<file path="config.mk">
export PLATFORM = sky130hd
export DESIGN_NAME = wb_regfile
export DESIGN_NICKNAME = d
export VERILOG_FILES = /design/src/rtl/wb_regfile_pkg.sv /design/src/rtl/wb_regfile.sv
export SDC_FILE = /design/constraint.sdc
export NUM_CORES = 2
export LEC_CHECK = 0
export CORE_UTILIZATION = 48
export CTS_CLUSTER_SIZE = 16
export DETAILED_ROUTE_END_ITERATION = 10
export DONT_BUFFER_PORTS = 1
export PLACE_DENSITY = 0.62
export RECOVER_POWER = 50
export SKIP_CTS_REPAIR_TIMING = 1
export SYNTH_ARGS = -nofsm -noshare
export SYNTH_HDL_FRONTEND = slang
export SYNTH_SLANG_ARGS = --single-unit
</file>
<file path="constraint.sdc">
create_clock -name clk -period 32.9 [get_ports clk]
set_input_delay 3.29 -clock clk [delete_from_list [all_inputs] [get_ports clk]]
set_output_delay 3.29 -clock clk [all_outputs]
set_load 0.05 [all_outputs]
</file>
<file path="src/rtl/wb_regfile_pkg.sv">
// wb_regfile_pkg: shared pipeline widths and register-index constants
package wb_regfile_pkg;
    localparam int DATA_W = 32;
    localparam int ADDR_W = 5;
    localparam int REG_ZERO = 0;
endpackage

</file>
<file path="src/rtl/wb_regfile.sv">
// wb_regfile: writeback-stage register file with write-through bypass and commit counter
module wb_regfile
    import wb_regfile_pkg::*;
#(
    parameter int DATA_W = wb_regfile_pkg::DATA_W,
    parameter int ADDR_W = wb_regfile_pkg::ADDR_W
) (
    input  logic              clk,
    input  logic              rst,
    input  logic              wb_mem_to_reg,
    input  logic              wb_reg_write,
    input  logic [DATA_W-1:0] wb_read_data,
    input  logic [DATA_W-1:0] wb_address,
    input  logic [ADDR_W-1:0] wb_reg_dest,
    input  logic [ADDR_W-1:0] rs_addr,
    input  logic [ADDR_W-1:0] rt_addr,
    output logic [DATA_W-1:0] rs_data,
    output logic [DATA_W-1:0] rt_data,
    output logic [DATA_W-1:0] wb_data,
    output logic [31:0]       wb_count
);
    localparam int N = 2 ** ADDR_W;
    localparam logic [ADDR_W-1:0] ZERO = ADDR_W'(REG_ZERO);
    logic [DATA_W-1:0] regs [N];
    logic [31:0] count_q;
    logic commit;
    // Index 0 is never written, so regs[0] stays at its reset value of 0.
    always_comb begin
        wb_data = wb_mem_to_reg ? wb_read_data : wb_address;
        commit = wb_reg_write && wb_reg_dest != ZERO;
        rs_data = rst ? '0 : (commit && wb_reg_dest == rs_addr) ? wb_data : regs[rs_addr];
        rt_data = rst ? '0 : (commit && wb_reg_dest == rt_addr) ? wb_data : regs[rt_addr];
        wb_count = count_q;
    end
    always_ff @(posedge clk or posedge rst) begin
        if (rst) begin
            for (int i = 0; i < N; i++) regs[i] <= '0;
            count_q <= '0;
        end else if (commit) begin
            regs[wb_reg_dest] <= wb_data;
            count_q <= count_q + 32'd1;
        end
    end
endmodule

</file>
# Yosys cells after proc, flatten, opt, wreduce, memory -nomap -nowiden
# Cells that the tools add are included.
# word_totals
ff_bits,1056
output_inout_bits,128
wordCells,62
# classes
add_sub_neg,1
order_cmp,4
eq_ne,2
mux,14
n_bitwise,3
reduce_logical,5
# op_table
op,n
$bwmux 1024,1
$bmux 32 s5,2
$mux 32,10
$demux 32 s5,1
$add 32x1->32 const B,1
$ge 6x6->1 const B,3
$not 5->6,3
$eq 5x5->1,2
$lt 6x1->1 const B,1
$reduce_bool 5->1,1
$logic_and 1x1->1,4

# Longest topological paths before layout
# depth
word_depth,6
mapped_depth,10
mapped_depth_nobuf,6

# Worst setup path before layout
# No wires, ideal clock.
# synth_path
path_kind,in2out
from,in rst
to,out rt_data[1]
arrival_ps,30187
slack_ps,-577
stages,3
n_path_buf,0
cell_sequence,inv_1 o21ai_1 o32ai_1
# synth_between
elab_chain_len,1
# synth_lines
element,line,text
start: declaration,wb_regfile.sv:9,"input logic rst,"
$mux 32,wb_regfile.sv:32,rt_data = rst ? '0 : (commit && wb_reg_dest == rt_addr) ? wb_data : regs[rt_addr];
end: declaration,wb_regfile.sv:18,"output logic [DATA_W-1:0] rt_data,"
# Every way passes these cells.

==> flow_metrics.env <==
export IMPL_status="complete, but fails checks"
export IMPL_violations="max-capacitance violations, max-slew violations"
export IMPL_htreeDepth=3
export IMPL_antenna_cells=0
export IMPL_crit_reg2reg_launch="wb_count[4]"
export IMPL_syn_num_nets=5451
export IMPL_reg2regPathDepth=6
export IMPL_worst_setup_path_end_kind="async pin"
export IMPL_cpMostUsedCell="buf_4"
export IMPL_cts_tree="built"
export IMPL_synth_edf_count=0
export IMPL_fin_nets=5106
export IMPL_io_pins=211
export IMPL_rsz0062_at_grt="no"
export IMPL_place_detailed_hpwl_um=103000
export IMPL_drc_errors=0
export IMPL_synth_avg_cell_area_um2=10.4
export IMPL_skew_ps=5.99
export IMPL_reg2reg_slack_ps=30420
export IMPL_critical_path_cell_count=4
export IMPL_worst_pin_slew_ps=8900
export IMPL_synth_ff_type="dfrtp_1"
export IMPL_syn_inst=5367
export IMPL_antenna_found_initial=1
export IMPL_vdd_drop_max_mv=0.0450
export IMPL_grt_first_pass_wirelength_um=286000
export IMPL_yosysTopAreaCell="dfrtp_1"
export IMPL_max_slew_margin_rel_pct=-493
export IMPL_die_y_um=343
export IMPL_wl_met2_um=86700
export IMPL_fin_tns_setup_ps=0
export IMPL_wirelength_met1_um=80000
export IMPL_crit_required_ps=33630
export IMPL_syn_area_um2=55900
export IMPL_fin_crit_ps=12140
export IMPL_clk_latency_ps=700
export IMPL_max_stage_delay_ps=6100
export IMPL_synth_top_cell_area_share_pct=47.3
export IMPL_synth_area_leaders="dfrtp_1 47%, mux4_2 12%, mux2i_1 8.0%, o21ai_0 6.4%, nand2_1 4.4%"
export IMPL_synth_seq_cells=1056
export IMPL_clk_pin_slew_worst_paths_ps=60
export IMPL_routed_wl_um=195000
export IMPL_critPathBufInv=4
export IMPL_core_area_um2=115000
export IMPL_wire_per_inst_um=29.4
export IMPL_p_leak_nw=25.9
export IMPL_gp_congestion=0.835
export IMPL_grt_use_total_pct=33.1
export IMPL_r2r_end="wb_count[23]"
export IMPL_fp_dieW_um=343
export IMPL_max_cap_violations=35
export IMPL_cp_slowest_cell="clkbuf_1"
export IMPL_slew_viol_final=2311
export IMPL_io_buffers=0
export IMPL_avgViaCountPerCell=6.57
export IMPL_path_cells="clkinvlp_2, clkbuf_1, buf_4, buf_4"
export IMPL_period_share_pct=36.9
export IMPL_area_growth_pct=7.76
export IMPL_yosysUniqueCellTypes=59
export IMPL_arrival_ps=12880
export IMPL_worstSetupPathType="in2async"
export IMPL_synthArstFlopShare_pct=100
export IMPL_top_layer_used="met4"
export IMPL_fmax_mhz=82.4
export IMPL_drtIter0Drc=4861
export IMPL_power_per_cell_area_nw_per_um2=65.4
export IMPL_finalInstanceArea_um2=60200
export IMPL_cts_sinks=1056
export IMPL_route_met3_wl_um=19000
export IMPL_numCtsBuffers=114
export IMPL_critPathLaunch="rst"
export IMPL_power_w=0.00393
export IMPL_rows=124
export IMPL_synth_seq_area_share_pct=47.3
export IMPL_initial_core_util_pct=48.7
export IMPL_cts_root_buf="clkbuf_16"
export IMPL_ant_nets=0
export IMPL_placed_cell_area_um2=56500
export IMPL_grt_max_degree=379
export IMPL_die_area_um2=118000
export IMPL_cp_max_fo=161
export IMPL_setup_viol=0
export IMPL_clockBufferDepth=3
export IMPL_finalHoldViolCount=0
export IMPL_firstDrtPassIters=7
export IMPL_grt_overflow=0
export IMPL_nFillCells=10100
export IMPL_path_delay_family="buffers and inverters"
export IMPL_vias=43500
export IMPL_yosys_warnings=0
export IMPL_drive_gt1_share_pct=13.0
export IMPL_critPathCapture="regs[725]"
export IMPL_startpoint_type="input pin"
export IMPL_holdCritPathClass="reg2reg"
export IMPL_grt_pass1_vias=41800
[layout make-up]
| class | instances | area, µm² | area share [%] |
|---|---|---|---|
| tap | 1512 | 1890 | 3.14 |
| multi-input combinational | 3695 | 27000 | 44.8 |
| clock buffer | 160 | 3310 | 5.49 |
| timing repair buffer | 117 | 817 | 1.36 |
| sequential | 1056 | 26400 | 43.9 |
| inverter | 38 | 145 | 0.241 |
| clock inverter | 48 | 619 | 1.03 |
[where the power goes]
part	internal (W)	leakage, nW	switching [W]
clock	0.000806	1.95	0.000551
sequential	0.00157	13.4	0.000215
combinational	0.000377	10.6	0.000417
[cell usage in the layout, fill, tap and decap left out, types with 19 or more instances in the layout]
| cell | count |
|---|---|
| nand2_1 | 650 |
| nand2b_1 | 19 |
| a221oi_1 | 139 |
| a211oi_1 | 41 |
| clkbuf_8 | 24 |
| mux4_2 | 299 |
| nor3_1 | 33 |
| buf_4 | 92 |
| xnor2_1 | 27 |
| clkbuf_1 | 43 |
| mux2i_4 | 32 |
| clkinv_2 | 28 |
| inv_1 | 33 |
| nor2_1 | 461 |
| mux2i_1 | 417 |
| a22oi_1 | 75 |
| dfrtp_1 | 1056 |
| clkbuf_16 | 116 |
| o22ai_1 | 52 |
| nand3_1 | 37 |
| a21oi_1 | 442 |
| o21ai_0 | 710 |
| a221o_1 | 30 |
| nor2b_1 | 35 |
[logic make-up after synthesis]
logic type	count (synthesis)	share of synthesized area [%]
adder cells (fa/ha/maj)	1	0.0224
buffers and inverters	616	5.41
AO/OA/AOI/OAI	1581	16.6
multiplexers	755	20.4
flip-flops	1056	47.3
XOR/XNOR	41	0.643
AND/OR/NAND/NOR	1317	9.63
[worst min-delay path by stage]
stage | startpoint | endpoint | depth (start not counted)
finish | regs[1000] | regs[1000] | 0
global route | regs[1023] | regs[1023] | 0
CTS | regs[1000] | regs[1000] | 0
global placement | regs[1022] | regs[1022] | 0
floorplan | regs[1022] | regs[1022] | 1
detailed placement | regs[1000] | regs[1000] | 0
[synthesized netlist by cell type (13+ instances only)]
cell type  instances
buf_2             66
nor2b_1           40
a221o_1           30
nor3_1            33
xnor2_1           27
nor2_1           466
o21ai_1           13
nand2b_1          19
buf_4             31
o21ai_0          710
dfrtp_1         1056
clkbuf_1         412
nand2_1          655
mux4_2           299
o211ai_1          16
xor2_1            14
buf_1             15
nand3_1           37
o22ai_1           53
a22oi_1           75
mux2i_1          449
a211oi_1          41
buf_6             37
and3_1            17
inv_1             37
a21oi_1          442
a221oi_1         139
[routing by layer]
| layer | global-route usage, % | vias up |
|---|---|---|
| met5 | 0 | - |
| met3 | 7.41 | 524 |
| met2 | 50.1 | 2246 |
| met1 | 46.2 | 22000 |
| li1 | - | 18800 |
| met4 | 13.5 | 0 |
[stage by stage]
step           cells  utilization [%]  hold WS [ps]  worst slack [ps]
2_1_floorplan   5367                -           438              7650
3_3_place_gp    6418             49.2           375             23530
3_5_place_dp    6418             49.2           385             23420
4_1_cts         6626             52.7           398             23400
5_1_grt         6626             52.4           411             19040
6_report        6626             52.4           397             20760
[state kept, by name (all words and copies together), names as in the netlist]
register,flops
regs,1024
wb_count,32
(Power assumes the default switching activity.)
